### src/rtl/uart_pkg.sv
// Framing constants and state encodings shared by the board-link UART transmitter and receiver.
package uart_pkg;

    localparam logic [7:0] STX         = 8'h02;
    localparam logic [7:0] ETX         = 8'h03;
    localparam logic [7:0] RSVD_BYTE   = 8'h00;
    localparam int         FRAME_BYTES = 8;
    localparam logic       RESP_FLAG   = 1'b0;

    typedef enum logic [2:0] {
        IDLE,
        START,
        DATA,
        STOP,
        GAP
    } tx_state_t;

    typedef enum logic [1:0] {
        PKT_IDLE,
        PKT_LOAD,
        PKT_SEND,
        PKT_GAP
    } pkt_state_t;

    // Byte k of the frame occupies bits [8k+7:8k].
    function automatic logic [63:0] build_frame(input logic [6:0] addr, input logic [31:0] data);
        return {ETX, RSVD_BYTE, data, RESP_FLAG, addr, STX};
    endfunction

endpackage

### src/rtl/uart_packet_tx_if.sv
// Request/status bundle between the read-response source and the packet transmitter.
interface uart_packet_tx_if;

    logic        tx_start;
    logic [6:0]  tx_addr;
    logic [31:0] tx_data;
    logic        tx;
    logic        busy;
    logic        done;
    logic [2:0]  byte_idx;

    modport master (
        output tx_start, tx_addr, tx_data,
        input  tx, busy, done, byte_idx
    );

    modport slave (
        input  tx_start, tx_addr, tx_data,
        output tx, busy, done, byte_idx
    );

endinterface

### src/rtl/uart_tx_byte.sv
// Single-byte 8N1 serializer with its own baud counter; a new byte may be loaded in the
// last cycle of the stop bit so consecutive bytes can run with no idle between them.
//
// state | meaning
// IDLE  | line held at mark, ready for a byte
// START | start bit (0) on the line
// DATA  | 8 data bits, LSB first
// STOP  | stop bit (1); ready_o high in its final cycle
module uart_tx_byte #(
    parameter int CLKS_PER_BIT = 5208
) (
    input  logic       clk,
    input  logic       rst,
    input  logic       load_i,
    input  logic [7:0] byte_i,
    output logic       ready_o,
    output logic       tx_o
);
    import uart_pkg::*;

    localparam int BAUD_W = (CLKS_PER_BIT > 1) ? $clog2(CLKS_PER_BIT) : 1;
    localparam logic [BAUD_W-1:0] BAUD_LAST = BAUD_W'(CLKS_PER_BIT - 1);

    tx_state_t         state_q, state_d;
    logic [BAUD_W-1:0] baud_q, baud_d;
    logic [2:0]        bit_q, bit_d;
    logic [7:0]        shreg_q, shreg_d;
    logic              tx_q, tx_d;
    logic              baud_end;

    assign baud_end = (baud_q == BAUD_LAST);
    assign ready_o  = (state_q == IDLE) || ((state_q == STOP) && baud_end);
    assign tx_o     = tx_q;

    always_ff @(posedge clk or posedge rst) begin
        if (rst) begin
            state_q <= IDLE;
            baud_q  <= '0;
            bit_q   <= '0;
            shreg_q <= '0;
            tx_q    <= 1'b1;
        end else begin
            state_q <= state_d;
            baud_q  <= baud_d;
            bit_q   <= bit_d;
            shreg_q <= shreg_d;
            tx_q    <= tx_d;
        end
    end

    always_comb begin
        state_d = state_q;
        baud_d  = baud_q;
        bit_d   = bit_q;
        shreg_d = shreg_q;
        tx_d    = tx_q;
        case (state_q)
            IDLE: begin
                tx_d = 1'b1;
                if (load_i) begin
                    state_d = START;
                    tx_d    = 1'b0;
                    baud_d  = '0;
                    bit_d   = '0;
                    shreg_d = byte_i;
                end
            end
            START: begin
                if (baud_end) begin
                    state_d = DATA;
                    baud_d  = '0;
                    tx_d    = shreg_q[0];
                    shreg_d = {1'b0, shreg_q[7:1]};
                end else begin
                    baud_d = baud_q + 1'b1;
                end
            end
            DATA: begin
                if (baud_end) begin
                    baud_d = '0;
                    if (bit_q == 3'd7) begin
                        state_d = STOP;
                        bit_d   = '0;
                        tx_d    = 1'b1;
                    end else begin
                        bit_d   = bit_q + 3'd1;
                        tx_d    = shreg_q[0];
                        shreg_d = {1'b0, shreg_q[7:1]};
                    end
                end else begin
                    baud_d = baud_q + 1'b1;
                end
            end
            STOP: begin
                if (baud_end) begin
                    baud_d = '0;
                    if (load_i) begin
                        state_d = START;
                        tx_d    = 1'b0;
                        bit_d   = '0;
                        shreg_d = byte_i;
                    end else begin
                        state_d = IDLE;
                        tx_d    = 1'b1;
                    end
                end else begin
                    baud_d = baud_q + 1'b1;
                end
            end
            default: begin
                state_d = IDLE;
                tx_d    = 1'b1;
            end
        endcase
    end

endmodule

### src/rtl/uart_packet_tx.sv
// Read-response packet transmitter: frames {STX, addr, data, rsvd, ETX} and feeds it byte by
// byte to the serializer, inserting GAP_BITS mark bit-times between bytes.
//
// state    | meaning
// PKT_IDLE | waiting for tx_start; frame captured on accept
// PKT_LOAD | hand byte 0 to the serializer, raise busy
// PKT_SEND | a byte is on the line; decide next step when its stop bit ends
// PKT_GAP  | inter-byte mark gap, then load the next byte
module uart_packet_tx #(
    parameter int CLKS_PER_BIT = 5208,
    parameter int GAP_BITS     = 1
) (
    input  logic             clk,
    input  logic             rst,
    uart_packet_tx_if.slave  bus
);
    import uart_pkg::*;

    localparam int BAUD_W = (CLKS_PER_BIT > 1) ? $clog2(CLKS_PER_BIT) : 1;
    localparam int GAP_W  = (GAP_BITS > 0) ? $clog2(GAP_BITS + 1) : 1;
    localparam logic [BAUD_W-1:0] BAUD_LAST = BAUD_W'(CLKS_PER_BIT - 1);
    localparam logic [GAP_W-1:0]  GAP_LAST  = GAP_W'(GAP_BITS - 1);
    localparam logic [2:0]        LAST_IDX  = 3'(FRAME_BYTES - 1);

    pkt_state_t        state_q, state_d;
    logic [63:0]       shift_q, shift_d;
    logic [2:0]        idx_q, idx_d;
    logic              busy_q, busy_d;
    logic              done_q, done_d;
    logic [BAUD_W-1:0] gbaud_q, gbaud_d;
    logic [GAP_W-1:0]  gbit_q, gbit_d;
    logic              byte_load;
    logic              byte_ready;
    logic              tx_w;

    uart_tx_byte #(
        .CLKS_PER_BIT(CLKS_PER_BIT)
    ) u_byte (
        .clk     (clk),
        .rst     (rst),
        .load_i  (byte_load),
        .byte_i  (shift_q[7:0]),
        .ready_o (byte_ready),
        .tx_o    (tx_w)
    );

    assign bus.tx       = tx_w;
    assign bus.busy     = busy_q;
    assign bus.done     = done_q;
    assign bus.byte_idx = idx_q;

    always_ff @(posedge clk or posedge rst) begin
        if (rst) begin
            state_q <= PKT_IDLE;
            shift_q <= '0;
            idx_q   <= '0;
            busy_q  <= 1'b0;
            done_q  <= 1'b0;
            gbaud_q <= '0;
            gbit_q  <= '0;
        end else begin
            state_q <= state_d;
            shift_q <= shift_d;
            idx_q   <= idx_d;
            busy_q  <= busy_d;
            done_q  <= done_d;
            gbaud_q <= gbaud_d;
            gbit_q  <= gbit_d;
        end
    end

    always_comb begin
        state_d   = state_q;
        shift_d   = shift_q;
        idx_d     = idx_q;
        busy_d    = busy_q;
        done_d    = 1'b0;
        gbaud_d   = gbaud_q;
        gbit_d    = gbit_q;
        byte_load = 1'b0;
        case (state_q)
            PKT_IDLE: begin
                busy_d = 1'b0;
                idx_d  = '0;
                if (bus.tx_start) begin
                    shift_d = build_frame(bus.tx_addr, bus.tx_data);
                    state_d = PKT_LOAD;
                end
            end
            PKT_LOAD: begin
                byte_load = 1'b1;
                shift_d   = {8'h00, shift_q[63:8]};
                busy_d    = 1'b1;
                state_d   = PKT_SEND;
            end
            PKT_SEND: begin
                // byte_ready here means the current stop bit ends on this edge.
                if (byte_ready) begin
                    if (idx_q == LAST_IDX) begin
                        state_d = PKT_IDLE;
                        busy_d  = 1'b0;
                        done_d  = 1'b1;
                        idx_d   = '0;
                    end else if (GAP_BITS > 0) begin
                        state_d = PKT_GAP;
                        gbaud_d = '0;
                        gbit_d  = '0;
                    end else begin
                        byte_load = 1'b1;
                        shift_d   = {8'h00, shift_q[63:8]};
                        idx_d     = idx_q + 3'd1;
                    end
                end
            end
            PKT_GAP: begin
                if (gbaud_q == BAUD_LAST) begin
                    gbaud_d = '0;
                    if (gbit_q == GAP_LAST) begin
                        byte_load = 1'b1;
                        shift_d   = {8'h00, shift_q[63:8]};
                        idx_d     = idx_q + 3'd1;
                        state_d   = PKT_SEND;
                    end else begin
                        gbit_d = gbit_q + 1'b1;
                    end
                end else begin
                    gbaud_d = gbaud_q + 1'b1;
                end
            end
            default: begin
                state_d = PKT_IDLE;
                busy_d  = 1'b0;
            end
        endcase
    end

endmodule

### src/flat_wrapper.sv
// flat-port wrapper written by rule: the top's interface ports become plain ports
module uart_packet_tx_flat import uart_pkg::*;
#(
    parameter int CLKS_PER_BIT = 5208,
    parameter int GAP_BITS     = 1
)
  (clk, rst, bus_tx_start, bus_tx_addr, bus_tx_data, bus_tx, bus_busy, bus_done, bus_byte_idx);
  uart_packet_tx_if bus_i ();
  input  logic clk;
  input  logic rst;
  input wire logic [$bits(bus_i.tx_start)-1:0] bus_tx_start;
  input wire logic [$bits(bus_i.tx_addr)-1:0] bus_tx_addr;
  input wire logic [$bits(bus_i.tx_data)-1:0] bus_tx_data;
  output wire logic [$bits(bus_i.tx)-1:0] bus_tx;
  output wire logic [$bits(bus_i.busy)-1:0] bus_busy;
  output wire logic [$bits(bus_i.done)-1:0] bus_done;
  output wire logic [$bits(bus_i.byte_idx)-1:0] bus_byte_idx;
  assign bus_i.tx_start = bus_tx_start;
  assign bus_i.tx_addr = bus_tx_addr;
  assign bus_i.tx_data = bus_tx_data;
  assign bus_tx = bus_i.tx;
  assign bus_busy = bus_i.busy;
  assign bus_done = bus_i.done;
  assign bus_byte_idx = bus_i.byte_idx;
  uart_packet_tx #(.CLKS_PER_BIT(CLKS_PER_BIT), .GAP_BITS(GAP_BITS)) u_core (.clk(clk), .rst(rst), .bus(bus_i));
endmodule
### config.mk
export PLATFORM = sky130hd
export DESIGN_NAME = uart_packet_tx_flat
export DESIGN_NICKNAME = d
export VERILOG_FILES = /design/src/rtl/uart_pkg.sv /design/src/rtl/uart_packet_tx_if.sv /design/src/rtl/uart_tx_byte.sv /design/src/rtl/uart_packet_tx.sv /design/src/flat_wrapper.sv
export SDC_FILE = /design/constraint.sdc
export NUM_CORES = 1
export LEC_CHECK = 0
export CAP_MARGIN = 20
export CORE_UTILIZATION = 57
export CTS_CLUSTER_SIZE = 12
export DETAILED_ROUTE_END_ITERATION = 10
export PLACE_DENSITY = 0.85
export SYNTH_ARGS = -nofsm -noshare
export SYNTH_HDL_FRONTEND = slang
export SYNTH_SLANG_ARGS = --single-unit
### constraint.sdc
create_clock -name clk -period 3.7 [get_ports clk]
set_clock_uncertainty 0.2 [all_clocks]
set_input_delay 0.555 -clock clk [delete_from_list [all_inputs] [get_ports clk]]
set_output_delay 0.555 -clock clk [all_outputs]
set_load 0.01 [all_outputs]
# Word-level counts from Yosys, hierarchy flattened
# Cells that the tools add are included.
[totals]
inputBits = 42
ff_bits = 113
out_inout_bits = 6
elab_cells = 122
[classes]
reduce_logical = 22
eq_ne = 22
add_sub_neg = 5
n_mux = 60
n_bitwise = 1
[op_table]
columns = ["operator", "count"]
rows = [
  ["$mux 64", 3],
  ["$pmux 64 s3", 1],
  ["$mux 13", 5],
  ["$pmux 13 s2", 2],
  ["$mux 8", 5],
  ["$mux 3", 13],
  ["$pmux 8 s4", 1],
  ["$add 13x1->13 const B", 2],
  ["$eq 13x13->1 const B", 2],
  ["$pmux 3 s3", 2],
  ["$mux 1", 17],
  ["$ne 2x2->1 const B", 8],
  ["$reduce_and 5->1", 3],
  ["$pmux 3 s4", 1],
  ["$reduce_and 3->1", 4],
  ["$reduce_and 4->1", 3],
  ["$mux 2", 5],
  ["$reduce_bool 3->1", 3],
  ["$ne 2x1->1 const B", 4],
  ["$pmux 2 s4", 1],
  ["$add 3x1->3 const B", 2],
  ["$eq 3x2->1 const B", 2],
  ["$eq 3x3->1 const B", 2],
  ["$eq 2x2->1 const B", 2],
  ["other kinds (15)", 17],
]

# Longest topological paths before layout
# Gate-level depths: netlist (run 1).
[depth]
word_depth = 6
depth_mapped = 8
ltp_nobuf = 6

# Cells and area by module
# Synthesis (run 1) repeated with hierarchy kept, for this count alone.
[unflattened]
cells_unflattened = 467
hier_area_um2 = 5006.1
[by_module_without_submodules]
columns = ["mod", "cells_each", "instances", "area_each_um2"]
rows = [
  ["uart_packet_tx", 328, 1, 3474.6],
  ["uart_tx_byte", 139, 1, 1531.5],
]

# Least setup slack after synthesis (run 1)
# No wires, ideal clock.
[synth_path]
path_kind = "reg2reg"
startpoint = "register u_core.gbaud_q[9]"
endpoint = "register u_core.u_byte.baud_q[10]"
slack_ns = 1.318
stages_incl_launch_ff = 6
setup_time_ns = 0.121
n_path_buf = 1
required_ns = 3.379
arrival_ns = 2.061
path_cell_list = "dfrtp_1 -> or4b_1 -> or4_4 -> buf_6 -> a22o_1 -> a22o_1"
[synth_via]
elab_chain_cells = 5
[synth_lines]
columns = ["element", "line_no", "rtl"]
rows = [
  ["start, declared", "uart_packet_tx.sv:30", "logic [BAUD_W-1:0] gbaud_q, gbaud_d;"],
  ["start signal, assigned", "uart_packet_tx.sv:67", "gbaud_q <= gbaud_d;"],
  ["$eq 13x13->1", "uart_packet_tx.sv:116", "if (gbaud_q == BAUD_LAST) begin"],
  ["$mux 1", "uart_packet_tx.sv:116", ""],
  ["$pmux 1 s2", "uart_packet_tx.sv:81", "case (state_q)"],
  ["$ne 2x1->1 (no line)", "n/a", ""],
  ["$reduce_and 2->1 (no line)", "n/a", ""],
  ["end signal, assigned", "uart_tx_byte.sv:44", "baud_q <= baud_d;"],
  ["end, declared", "uart_tx_byte.sv:25", "logic [BAUD_W-1:0] baud_q, baud_d;"],
]
# No other way between the ends.
# A chain may end at the register's enable or synchronous reset.

# Final worst setup path (run 1)
[layout_path]
startpoint = "register u_core.u_byte.baud_q[0]"
endpoint = "register u_core.u_byte.baud_q[7]"
[layout_via]
elab_chain_cells = 3
[layout_lines]
columns = ["element", "line_no", "rtl"]
rows = [
  ["$add 13x1->13 / $eq 13x13->1 (equally long branches)", "n/a", ""],
  ["$mux 13 *", "uart_tx_byte.sv:69, uart_tx_byte.sv:79, uart_tx_byte.sv:95", ""],
  ["$pmux 13 s2 *", "uart_tx_byte.sv:57", "case (state_q)"],
]
# Mark *: on every way between the ends. The rest lies on a longest branch, timed or not.

==> metrics.md, run 1 <==
| Metric | Value |
|---|---|
| Status | `finished clean` |
| Fraction of registers with async set or reset after synthesis | `1.00` |
| CTS tree | `built` |
| Max-Cap Viols | `0` |
| Setup tns final | `0 ns` |
| Port bufs | `47` |
| WL met1 | `4600 um` |
| Fin. max-slew vios | `0` |
| Die height | `95.3 um` |
| Worst skew pair latency | `0.36 ns` |
| WS Path Type | `reg2reg` |
| Drt pass-1 iters | `5` |
| H-tree depth | `3` |
| Top cells by area, synth | `dfrtp_1 (48%), mux2i_1 (6.5%), a22o_1 (4.8%)` |
| Post-CTS Setup Inserts | `0` |
| DRT iter0 DRCs | `238` |
| Starting Density | `0.595` |
| Yosys reg bits | `97` |
| Average size of a mapped cell | `10.6 um^2` |
| DR DRC count | `0` |
| Worst-Margin Slew | `0.834 ns` |
| Syn_nets | `523` |
| Yosys warns | `0` |
| Final nets | `559` |
| Most common cell in the netlist | `dfrtp_1` |
| First-pass GRT wire length | `17,700 um` |
| Slew headroom | `0.444` |
| Peak Freq | `361 MHz` |
| Clock slew at reported path FFs | `0.10 ns` |
| Layout filler cell count | `628` |
| Top_reg_cell synth | `dfrtp_1` |
| RSZ-0062 raised after global routing | `false` |
| Placed Cells | `599` |
| CP Capture Type | `flip-flop` |
| Clk sink count | `97` |
| Arr. time, crit path | `2.86 ns` |
| Commonest cells post-synth | `dfrtp_1 (96), nand3_1 (43), o21ai_0 (38)` |
| Post-route setup slack | `0.933 ns` |
| Hold Crit Class | `reg2reg` |
| Post-Syn Area | `4960 um^2` |
| Total Power | `1.90 mW` |
| Fin crit share | `0.748` |
| Via count | `3,923` |
| CP max-delay cell | `a31oi_1` |
| Post-route minimum period | `2.77 ns` |
| WP data required | `3.79 ns` |
| Hold WS | `0.295 ns` |
| Delay-heaviest family, CP | `compound AO/OA/AOI/OAI gates` |
| CTS max path bufs | `2` |
| Routed vias/inst | `6.38` |
| Core Area | `8340 um^2` |
| Share of the synthesized area in the top cell type | `0.484` |
| Startpoint types | `flip-flop` |
| WL final | `10,600 um` |
| Crit path buffers/inverters | `0` |
| Number of synthesized flops with an enable pin | `0` |
| Met2 routed WL | `5270 um` |
| Cell Chain, Critical Path | `ha_1, and4b_1, a31oi_1, a21boi_1, a221o_1` |
| Mapped Cells | `469` |
| Final setup violation count | `0` |
| Wire per inst | `17.2 um` |
| HPWL after DPL | `7400 um` |
| Vias in the first global route | `3,741` |
| Die area | `9080 um^2` |
| Worst IR Drop VDD | `184 uV` |
| Share of post-route cells with drive strength above 1 | `0.0882` |
| Routability cong. | `0.858` |
| GR Overflow Total | `0` |
| Synth unique cells | `62` |
| Delay of the slowest cell on the worst path | `0.69 ns` |
| DR top layer | `met4` |
| Total GRT Usage | `0.252` |
| DR WL met3 | `553 um` |
| Cell Rows | `33` |
| Initial antenna violation count | `0` |
| CTS buffer count | `9` |
| Critical path fanouts, max | `11` |
| ANT cells | `0` |
| Layout Cells excl Fill | `615` |
| Final Hold Fails | `0` |
| Die X | `95.3 um` |
| # IOs | `48` |
| Sequential area share after synthesis | `0.489` |
| Cell Pwr Density | `332 nW/um^2` |
| Post_cts resized | `0` |
| Cell taking the most area after synthesis | `dfrtp_1` |
| ANT nets after route | `0` |
| CTS Hold Bufs | `0` |
| Largest net degree at the start of global routing | `49` |
| DP Worst Slack | `0.966 ns` |
| Layout Area Growth over Synthesis | `15.3%` |
| Root Driver | `clkbuf_8` |
| Leak | `2.59 nW` |
-- cells in the final DEF (no fill, tap or decap), types with 6 or more instances in the layout --
cell type and n:
mux2_2 9, inv_1 15, dfrtp_1 95, mux2_1 7
nand2_1 18, mux2i_1 32, clkbuf_8 9, nand3_1 43
clkdlybuf4s50_1 47, ha_1 12, a21oi_1 6, buf_4 9
a211o_1 7, a22o_1 27, o21ai_0 38, nand4_1 7
and3_1 14, nor3_1 11, a31oi_1 7, nor2_1 12
-- path summary, 6_finish.rpt --
check,end,start,cells after the start,slack [ns]
worst max-delay path,u_core.u_byte.baud_q[7],u_core.u_byte.baud_q[0],5,0.93
worst min-delay path,u_core.u_byte.shreg_q[2],u_core.u_byte.shreg_q[2],1,0.29
worst max register to register,u_core.u_byte.baud_q[7],u_core.u_byte.baud_q[0],5,0.93
worst min register to register,u_core.u_byte.shreg_q[2],u_core.u_byte.shreg_q[2],1,0.29
max in group asynchronous,u_core.u_byte.tx_o,rst,3,2.17
min in group asynchronous,u_core.bus.byte_idx[1],rst,2,0.40
-- logic make-up after synthesis --
group                      share of synthesized area
adders and majority gates                     0.0302
DFF                                            0.489
muxes                                          0.101
AOI/OAI and AO/OA                              0.179
buffers and inverters                         0.0371
and+or+nand+nor                                0.162
xor gates and xnor gates                     0.00176
-- per-stage QoR --
step / cell area [um^2] / util
after global routing: 5720 / 0.686
after floorplan: 4960 / -
final: 5720 / 0.686
after CTS: 5720 / 0.686
after detailed placement: 5520 / 0.662
after global placement: 5520 / 0.662
-- worst reg2reg max path: stages, from the launching register on --
cell	delay, ns
dfrtp_1	0.43
ha_1	0.26
and4b_1	0.27
a31oi_1	0.69
a21boi_1	0.59
a221o_1	0.26
-- registers in the layout (all words and copies together), names as in the netlist --
| register | count |
|---|---|
| u_core.bus.byte_idx | 3 |
| u_core.u_byte.baud_q | 13 |
| u_core.bus.done | 1 |
| u_core.u_byte.state_q | 2 |
| u_core.shift_q | 50 |
| u_core.bus.busy | 1 |
| u_core.u_byte.bit_q | 3 |
| u_core.u_byte.shreg_q | 8 |
| u_core.u_byte.tx_o | 1 |
| u_core.state_q | 2 |
| u_core.gbaud_q | 13 |
-- power by group --
group          switching [mW]  internal [mW]  total, mW
sequential             0.0132           1.08       1.09
clock                   0.386          0.319      0.705
combinational          0.0414         0.0567     0.0981
-- per-layer routing --
layer  GRT usage  vias to the layer above
met5           0                        -
met4      0.0783                        0
met3      0.0502                       13
met2       0.427                      132
met1       0.325                     1931
li1            -                     1847
-- layout make-up --
cell class                 count  area [um^2]  share of cell area
timing repair buffer          56          538              0.0940
sequential                    97         2430               0.424
clock buffer                   9          124              0.0216
tap                          105          131              0.0230
multi-input combinational    325         2360               0.412
inverter                      16         62.6              0.0109
clock inverter                 7         80.1              0.0140
Power figures use the tool's default switching activity.
==> run 2: changes to the inputs <==
==> constraint.sdc (replaced) <==
create_clock -name clk -period 2.9 [get_ports clk]
set_clock_uncertainty 0.2 [all_clocks]
set_input_delay 0.435 -clock clk [delete_from_list [all_inputs] [get_ports clk]]
set_output_delay 0.435 -clock clk [all_outputs]
set_load 0.01 [all_outputs]
==> run 2 against run 1 <==
Net effect:
- combinational power rose by 31%
- critical path type unchanged
- wire length is 4.4% higher
- highest routed layer unchanged
- flip-flop and latch count is the same
- worst hold slack got worse by 0.0029 ns
- maximum frequency up 8.0%
- largest power group unchanged
- register-to-register slack got worse by 0.60 ns
==> metrics.md, run 2 (synthesized netlist as in run 1, its figures left out) <==
| Metric | Value |
|---|---|
| CTS max path bufs | `2 (unchanged)` |
| Clk sink count | `97 (unchanged)` |
| Post_cts resized | `0 (unchanged)` |
| Share of post-route cells with drive strength above 1 | `0.0918 (+0.00356)` |
| WL final | `11,000 um (+4.4%)` |
| Via count | `3,970 (+1.2%)` |
| Sequential Area | `2430 um^2 (unchanged)` |
| CTS buffer count | `9 (unchanged)` |
| WS Path Type | `reg2reg` |
| DRT iter0 DRCs | `202 (-15%)` |
| Layout filler cell count | `615 (-2.1%)` |
| Worst setup path start | `u_core.gbaud_q[9]` |
| Vias in the first global route | `3,898 (+4.2%)` |
| Port bufs | `47 (unchanged)` |
| Fin crit share | `0.884 (+0.136)` |
| Peak Freq | `390 MHz (+8.0%)` |
| Die height | `95.3 um (unchanged)` |
| Hold WS | `0.292 ns (-0.00294 ns)` |
| RSZ-0062 raised after global routing | `false` |
| Drt pass-1 iters | `5 (unchanged)` |
| Status | `finished clean` |
| Routability cong. | `0.902 (+5.2%)` |
| Worst IR Drop VDD | `284 uV (+54%)` |
| Commonest non-fill, non-tap cells in the layout | `dfrtp_1 (95), clkdlybuf4s50_1 (47), nand3_1 (43)` |
| R2r startpoint | `u_core.gbaud_q[9]` |
| # IOs | `48 (unchanged)` |
| CTS tree | `built` |
| Wire per inst | `17.9 um (+4.0%)` |
| Root Driver | `clkbuf_8` |
| GR Overflow Total | `0 (unchanged)` |
| Final setup violation count | `0 (unchanged)` |
| DR DRC count | `0 (unchanged)` |
| Final Hold Fails | `0 (unchanged)` |
| Cell Rows | `33 (unchanged)` |
| Capture point of the worst path | `u_core.shift_q[43]` |
| FF-to-FF setup slack | `0.34 ns (-0.60 ns)` |
| Arr. time, crit path | `2.62 ns (-0.24 ns)` |
| ANT cells | `0 (unchanged)` |
| Commonest non-fill, non-tap cell in the layout | `dfrtp_1` |
| Initial antenna violation count | `0 (unchanged)` |
| WP data required | `2.96 ns (-0.83 ns)` |
| Cell Pwr Density | `435 nW/um^2 (+31%)` |
| Max-Cap Viols | `0 (unchanged)` |
| Post-CTS Setup Inserts | `0 (unchanged)` |
| Setup tns final | `0 ns (unchanged)` |
| Hold Crit Class | `in2async` |
| RR Endpoint | `u_core.shift_q[43]` |
| Startpoint types | `flip-flop` |
| Cell Chain, Critical Path | `nor4b_2, a41o_1, buf_4, nor2_2, buf_4, a22o_1` |
| Routed vias/inst | `6.43 (+0.87%)` |
| Fin. max-slew vios | `0 (unchanged)` |
| CP Capture Type | `flip-flop` |
| Total GRT Usage | `0.263 (+0.0104)` |
| CTS Hold Bufs | `0 (unchanged)` |
| Slew headroom | `0.569 (+0.125)` |
| Delay of the slowest cell on the worst path | `0.54 ns (-0.15 ns)` |
| H-tree depth | `3 (unchanged)` |
| Multi-input logic area | `2360 um^2 (unchanged)` |
| Core Area | `8340 um^2 (unchanged)` |
| Leak | `2.62 nW (+0.88%)` |
| Worst-Margin Slew | `0.646 ns (-0.188 ns)` |
| CP max-delay cell | `nor4b_2` |
| Max reg flops | `50 (unchanged)` |
| Final nets | `561 (+0.36%)` |
| HPWL after DPL | `7750 um (+4.7%)` |
| Post-route minimum period | `2.56 ns (-0.204 ns)` |
| Layout Area Growth over Synthesis | `16.6%` |
| Critical path fanouts, max | `46 (+35)` |
| Worst skew pair latency | `0.37 ns (about the same)` |
| ANT nets after route | `0 (unchanged)` |
| Largest net degree at the start of global routing | `47 (-4.1%)` |
| Most flops, register | `u_core.shift_q` |
| Starting Density | `0.595 (unchanged)` |
| First-pass GRT wire length | `18,300 um (+3.5%)` |
| Clock slew at reported path FFs | `0.10 ns (about the same)` |
| R2R depth | `6 (+1)` |
| Top flop regs | `u_core.shift_q: 50 flops, u_core.gbaud_q: 13 flops, u_core.u_byte.baud_q: 13 flops` |
| Die area | `9080 um^2 (unchanged)` |
| Die X | `95.3 um (unchanged)` |
| Cell mode on critical path | `buf_4` |
[run 2: cell type report]
type	instances	share of cell area
clock inverter	6	0.0153
clock buffer	10	0.0238
inverter	16	0.0110
tap	105	0.0227
multi-input combinational	325	0.407
timing repair buffer	58	0.0999
sequential	97	0.420
[run 2: how the worst min path moves through the flow]
stage | from | to | cells past startpoint | slack (ns)
6_report | rst | u_core.shift_q[29] | 2 | 0.29
5_1_grt | u_core.shift_q[56] | u_core.shift_q[56] | 1 | 0.32
4_1_cts | rst | u_core.shift_q[29] | 2 | 0.30
3_5_place_dp | u_core.shift_q[56] | u_core.shift_q[56] | 1 | 0.28
3_3_place_gp | u_core.shift_q[56] | u_core.shift_q[56] | 1 | 0.26
2_1_floorplan | u_core.shift_q[56] | u_core.shift_q[56] | 1 | 0.25
[run 2: where the power goes]
group          switching, mW  total (mW)  internal, mW
combinational         0.0541       0.129        0.0750
sequential            0.0178        1.40          1.38
clock                  0.480       0.991         0.511
[run 2: critical path, delay by kind of cell, from the launching register on]
kind	cells	cell delay, ns
compound gates	2	0.67
flops	1	0.47
buf+inv	2	0.51
simple gates	2	0.59
[run 2: layer usage]
metal,up-vias,wire length [um],part of all wire,track usage
li1,1851,-,-,-
met5,-,0,0,0
met4,0,220,0.020,0.102
met3,21,615,0.056,0.0510
met2,126,5650,0.51,0.451
met1,1972,4550,0.41,0.326
[run 2: through the flow]
step / setup WS [ns] / util / power, mW / instance area, um^2 / cells
floorplan: 0.518 / - / 1.47 / 4970 / 469
global placement: 0.424 / 0.666 / 1.55 / 5550 / 600
detailed placement: 0.377 / 0.666 / 1.55 / 5550 / 600
CTS: 0.350 / 0.693 / 2.53 / 5780 / 616
global route: 0.223 / 0.694 / 2.60 / 5790 / 617
finish: 0.337 / 0.694 / 2.52 / 5790 / 617
